[config.mk]
export PLATFORM = sky130hd
export DESIGN_NAME = frame_collector
export DESIGN_NICKNAME = d
export VERILOG_FILES = /design/src/rtl/edc_pkg.sv /design/src/rtl/frame_ram.sv /design/src/rtl/frame_collector.sv
export SDC_FILE = /design/constraint.sdc
export NUM_CORES = 1
export LEC_CHECK = 0
export CAP_MARGIN = 20
export CORE_ASPECT_RATIO = 2
export CORE_UTILIZATION = 25
export DETAILED_ROUTE_END_ITERATION = 10
export REMOVE_ABC_BUFFERS = 1
export SLEW_MARGIN = 10
export SYNTH_ARGS = -nofsm -noshare
export SYNTH_HDL_FRONTEND = slang
export SYNTH_SLANG_ARGS = --single-unit
[constraint.sdc]
create_clock -name clk -period 2.73 [get_ports clk]
set_input_delay 0.546 -clock clk [delete_from_list [all_inputs] [get_ports clk]]
set_output_delay 0.546 -clock clk [all_outputs]
set_load 0.05 [all_outputs]
[src/rtl/edc_pkg.sv]
// Shared definitions for the frame collector.
// Contents: default frame length, error-counter width and the capture FSM
// state encoding used by frame_collector.
package edc_pkg;

  localparam int NDATA_DEFAULT = 128;
  localparam int ERR_W         = 8;

  typedef enum logic [1:0] {
    IDLE    = 2'd0,
    CAPTURE = 2'd1,
    DONE    = 2'd2
  } state_t;

endpackage

[src/rtl/frame_ram.sv]
// Frame sample storage: NDATA x DWIDTH, one write port and one registered
// read port.
// Ports:
//   clk      - clock, all activity on rising edge
//   rst      - asynchronous active-high reset (clears only the read register)
//   we       - write enable
//   wr_addr  - write address
//   wr_data  - write data
//   rd_addr  - read address, sampled every edge
//   rd_data  - registered read data, one cycle latency
// A read and a write to the same address in the same cycle returns the old
// contents. The array itself is never reset.
module frame_ram #(
  parameter int NDATA     = 128,
  parameter int NDATA_LOG = $clog2(NDATA),
  parameter int DWIDTH    = 8
) (
  input  logic                 clk,
  input  logic                 rst,
  input  logic                 we,
  input  logic [NDATA_LOG-1:0] wr_addr,
  input  logic [DWIDTH-1:0]    wr_data,
  input  logic [NDATA_LOG-1:0] rd_addr,
  output logic [DWIDTH-1:0]    rd_data
);

  logic [DWIDTH-1:0] mem [NDATA];

  always_ff @(posedge clk) begin
    if (we) mem[wr_addr] <= wr_data;
  end

  always_ff @(posedge clk or posedge rst) begin
    if (rst) rd_data <= '0;
    else     rd_data <= mem[rd_addr];
  end

endmodule

[src/rtl/frame_collector.sv]
// Frame collector: captures one aligned frame of NDATA samples indexed by a
// free-running master counter, then holds it for readout until cleared.
// Optional macro: FRAME_COLLECTOR_CHECK_EN enables the index continuity
// checker driving err_cnt; without it err_cnt is constant 0.
// Ports:
//   clk, rst    - clock, asynchronous active-high reset
//   ena         - global enable; low freezes FSM, counters and writes
//   cntin       - sample index from the master counter
//   din         - sample data
//   din_valid   - din/cntin qualify this cycle
//   clr         - one-cycle pulse, abort/release frame (works regardless of ena)
//   rd_addr     - readout address
//   rd_data     - registered readout data, one cycle latency
//   busy        - high while capturing
//   frame_done  - high while a complete frame is held
//   sample_cnt  - samples written this frame, 0..NDATA
//   err_cnt     - continuity errors this frame
//   fsm_state   - debug view of the capture FSM state
// Handshake: a sample is taken on a rising edge when ena && din_valid && !clr
// ("accept"); there is no backpressure, the collector never stalls the source.
module frame_collector
  import edc_pkg::*;
#(
  parameter int NDATA     = NDATA_DEFAULT,
  parameter int NDATA_LOG = $clog2(NDATA),
  parameter int DWIDTH    = 8
) (
  input  logic                 clk,
  input  logic                 rst,
  input  logic                 ena,
  input  logic [NDATA_LOG-1:0] cntin,
  input  logic [DWIDTH-1:0]    din,
  input  logic                 din_valid,
  input  logic                 clr,
  input  logic [NDATA_LOG-1:0] rd_addr,
  output logic [DWIDTH-1:0]    rd_data,
  output logic                 busy,
  output logic                 frame_done,
  output logic [NDATA_LOG:0]   sample_cnt,
  output logic [ERR_W-1:0]     err_cnt,
  output logic [1:0]           fsm_state
);

  localparam logic [NDATA_LOG-1:0] LAST_IDX = NDATA_LOG'(NDATA - 1);
  localparam logic [NDATA_LOG:0]   CNT_MAX  = (NDATA_LOG + 1)'(NDATA);

  state_t state;
  logic   accept;
  logic   is_first;
  logic   is_last;
  logic   we;

  assign accept   = ena && din_valid && !clr;
  assign is_first = (cntin == '0);
  assign is_last  = (cntin == LAST_IDX);
  // A frame only starts on index 0; anything else in IDLE is dropped.
  assign we = !rst && accept &&
              (((state == IDLE) && is_first) || (state == CAPTURE));

  assign fsm_state = state;

  always_ff @(posedge clk or posedge rst) begin
    if (rst) begin
      state      <= IDLE;
      busy       <= 1'b0;
      frame_done <= 1'b0;
      sample_cnt <= '0;
    end else if (clr) begin
      state      <= IDLE;
      busy       <= 1'b0;
      frame_done <= 1'b0;
      sample_cnt <= '0;
    end else begin
      case (state)
        IDLE: begin
          if (accept && is_first) begin
            state      <= CAPTURE;
            busy       <= 1'b1;
            sample_cnt <= (NDATA_LOG + 1)'(1);
          end
        end
        CAPTURE: begin
          if (accept) begin
            if (sample_cnt != CNT_MAX) sample_cnt <= sample_cnt + 1'b1;
            if (is_last) begin
              state      <= DONE;
              busy       <= 1'b0;
              frame_done <= 1'b1;
            end
          end
        end
        DONE: begin
          // Frame is held until clr or rst.
        end
        default: begin
          state      <= IDLE;
          busy       <= 1'b0;
          frame_done <= 1'b0;
          sample_cnt <= '0;
        end
      endcase
    end
  end

`ifdef FRAME_COLLECTOR_CHECK_EN
  logic [NDATA_LOG-1:0] exp_idx;
  logic [ERR_W-1:0]     err_q;

  // Expected index follows the last written index + 1, so a single gap
  // counts once and the checker resynchronises on the next sample.
  always_ff @(posedge clk or posedge rst) begin
    if (rst) begin
      err_q   <= '0;
      exp_idx <= '0;
    end else if (clr) begin
      err_q   <= '0;
    end else if (accept) begin
      if ((state == IDLE) && is_first) begin
        err_q   <= '0;
        exp_idx <= cntin + 1'b1;
      end else if (state == CAPTURE) begin
        if ((cntin != exp_idx) && (err_q != '1)) err_q <= err_q + 1'b1;
        exp_idx <= cntin + 1'b1;
      end
    end
  end

  assign err_cnt = err_q;
`else
  assign err_cnt = '0;
`endif

  frame_ram #(
    .NDATA     (NDATA),
    .NDATA_LOG (NDATA_LOG),
    .DWIDTH    (DWIDTH)
  ) u_ram (
    .clk     (clk),
    .rst     (rst),
    .we      (we),
    .wr_addr (cntin),
    .wr_data (din),
    .rd_addr (rd_addr),
    .rd_data (rd_data)
  );

endmodule

==> impl_metrics.yaml <==
synth:
  synth-seq-cells: 1044
  syn_area_um2: 40400
  yosysTopAreaCell: "edfxtp_1"
  ys.flop_type: "edfxtp_1"
  yosysSeqAreaShare: 0.774
  netlist-cell-type-count: 33
  synth_area_leaders: "edfxtp_1 (76%), mux4_2 (19%), nor2_1 (1.3%)"
  synth_top_area_share: 0.762
  synth_edf_count: 1024
  syn_inst: 1716
  ys_async_sr_fraction: 0.0192
  ys_warn_count: 0
  postSynthAreaPerCell_um2: 23.5
global_routing:
  first_global_vias: 20251
  grt_pass1_wl_um: 149000
  overflow: 0
  antenna_found_initial: 10
  grt_max_degree: 65
  track_usage: 0.127
clocking:
  htree_levels: 3
  cts_root_buf: "clkbuf_16"
  clockBufferDepth: 3
  path_clk_slew_ns: 0.08
  cts_tree: "yes"
  ctsHoldBuffers: 0
  clk_latency_ns: 0.65
  cts_buffers: 80
  clock-sinks: 1044
detailed_routing:
  route.top_layer_used: "met5"
  drtIter0Drc: 1532
  drc: 1
  dr_total_vias: 18865
  wl_um: 104000
  antenna_left: 0
  wl_met2_um: 59000
  drt-pass1-iter-count: 9
  vias_per_cell: 4.47
  wl_met1_um: 35100
  wl_per_cell_um: 24.6
  wl_met3_um: 4560
die:
  start_util: 0.252
  dieWidth_um: 286
  die_area_um2: 163000
  coreArea_um2: 160000
  rows: 208
  die_h_um: 570
  io-pin-count: 55
timing:
  fin_crit_ns: 2.73
  max_freq_ghz: 0.367
  fin_ws_ns: 0.00247
  clock_skew_ns: 0.0199
  fin_crit_sh: 0.999
  whs_ns: 0.270
  tightest_slew_ns: 0.838
  setup_viol: 0
  hold_viol: 0
  maxSlewHeadroom: 0.442
  maxSlewViolCount: 0
  rsz0062_at_grt: "no"
critical_path:
  crit_arrival_ns: 3.26
  crit_fanout: 20
  criticalPathCategory: "input port to flip-flop"
  cp-end-kind: "flip-flop"
  cp.required_ns: 3.27
  critPathLaunchType: "input port"
pwr:
  internal-power_uw: 24700
  p_comb_frac: 0.061
  power.leakage_uw: 0.0150
  seqPwrFrac: 0.560
  power_density_nw_per_um2: 651
  clkPwrFrac: 0.379
  power_switching_uw: 6770
  p_sw_frac: 0.215
  peakVddDrop_mv: 0.444
run:
  drv_cap: 0
min_path:
  min-delay-path-class: "input port to asynchronous set/reset pin"
finish:
  final_cell_mix: "edfxtp_1 (1024), mux4_2 (336), buf_4 (274)"
  layout-drive-gt1-share: 0.368
  nets: 2079
  mostFrequentLayoutCell: "edfxtp_1"
  instances_no_fill: 4216
  area_growth_pct: 19.6
  final_core_util: 0.301
run_status:
  status: "finished with violations"
  violations: "design-rule violations"
place:
  dpl.hpwl_um: 72700
  post-place-ws_ns: -0.701
  place_congestion: 0.823
  portBuffers: 46
  dp.cells: 4068
## registers in the layout (all words and copies together), names as in the netlist
register       cells
busy               1
u_ram.mem       1024
sample_cnt         8
frame_done         1
fsm_state          2
u_ram.rd_data      8
## power groups by stage
| stage | clock network, uW | logic [uW] | registers, uW |
|---|---|---|---|
| final | 11900 | 1920 | 17600 |
| after global routing | 12700 | 2000 | 17600 |
| after floorplan | 0 | 654 | 18000 |
| after CTS | 12200 | 1960 | 17600 |
| after global placement | 0 | 1910 | 18000 |
| after detailed placement | 0 | 1950 | 18000 |
## layer usage
metal / track usage / vias up
met1: 0.130 / 10219
li1: - / 7920
met4: 0.0638 / 12
met5: 0 / -
met2: 0.245 / 542
met3: 0.0188 / 172
## cell families after synthesis
logic type	share of synthesized area
AO/OA/AOI/OAI	0.00403
multiplexers	0.190
AND/OR/NAND/NOR	0.0202
adder cells (fa/ha/maj)	0.000620
buffers and inverters	0.0115
flip-flops	0.774
other	0.0000929
## critical path: stages
cell,delay [ns]
buf_8,0.21
buf_12,0.21
buf_12,0.24
mux4_2,0.53
mux4_2,0.52
mux4_2,0.62
mux2_2,0.31
## cells in the mapped netlist (2+ instances only)
| cell | count |
|---|---|
| a21oi_1 | 4 |
| nand2_1 | 20 |
| mux4_2 | 336 |
| or4_1 | 2 |
| buf_2 | 23 |
| nand2b_1 | 7 |
| nor2b_1 | 9 |
| nand4_1 | 2 |
| and3_1 | 4 |
| ha_1 | 2 |
| inv_1 | 4 |
| edfxtp_1 | 1024 |
| mux2_2 | 8 |
| nor2_1 | 136 |
| nand3_1 | 11 |
| o21ai_0 | 12 |
| a31oi_1 | 2 |
| clkbuf_1 | 50 |
| dfrtp_1 | 20 |
| nor4_1 | 2 |
| buf_4 | 11 |
| o31ai_1 | 3 |
| buf_1 | 14 |
## layout make-up
type                       instances  area (um2)
timing repair buffer             344        3090
antenna                            5        12.5
tap                             2100        2630
multi-input combinational        576        8690
clock inverter                    49         482
inverter                           4        15.0
sequential                      1044       31300
fill                           15450      112000
clock buffer                      94        2110
## final timing paths
kind / from / endpoint / slack (ns) / cells after the start
worst max-delay path: rd_addr[0] / u_ram.rd_data[7]$_DFF_PP0_ / 0.002 / 7
worst max register to register: u_ram.mem[109][2]$_DFFE_PP_ / u_ram.rd_data[2]$_DFF_PP0_ / 0.23 / 4
worst min-delay path: rst / frame_done$_DFFE_PP0P_ / 0.27 / 3
max in group asynchronous: rst / u_ram.rd_data[2]$_DFF_PP0_ / 2.22 / 3
worst min register to register: sample_cnt[7]$_DFFE_PP0P_ / sample_cnt[7]$_DFFE_PP0P_ / 0.53 / 1
min in group clk: din[0] / u_ram.mem[15][0]$_DFFE_PP_ / 0.31 / 1
## what timing repair did
| item | in CTS | in global routing |
|---|---|---|
| gates resized for setup | 1 | 2 |
| pin swaps | 0 | 0 |
| setup endpoints to repair | 1 | 3 |
| gates cloned | 0 | 0 |
| setup buffers | 0 | 0 |
## through the flow
step | power, uW | TNS, ns | cell area [um2]
6_report | 31400 | 0 | 48300
5_1_grt | 32300 | 0 | 48300
4_1_cts | 31700 | 0 | 48300
3_5_place_dp | 19900 | -14.86 | 45700
3_3_place_gp | 19900 | -4.91 | 45700
2_1_floorplan | 18700 | 0 | 40000
(Power assumes the default switching activity.)
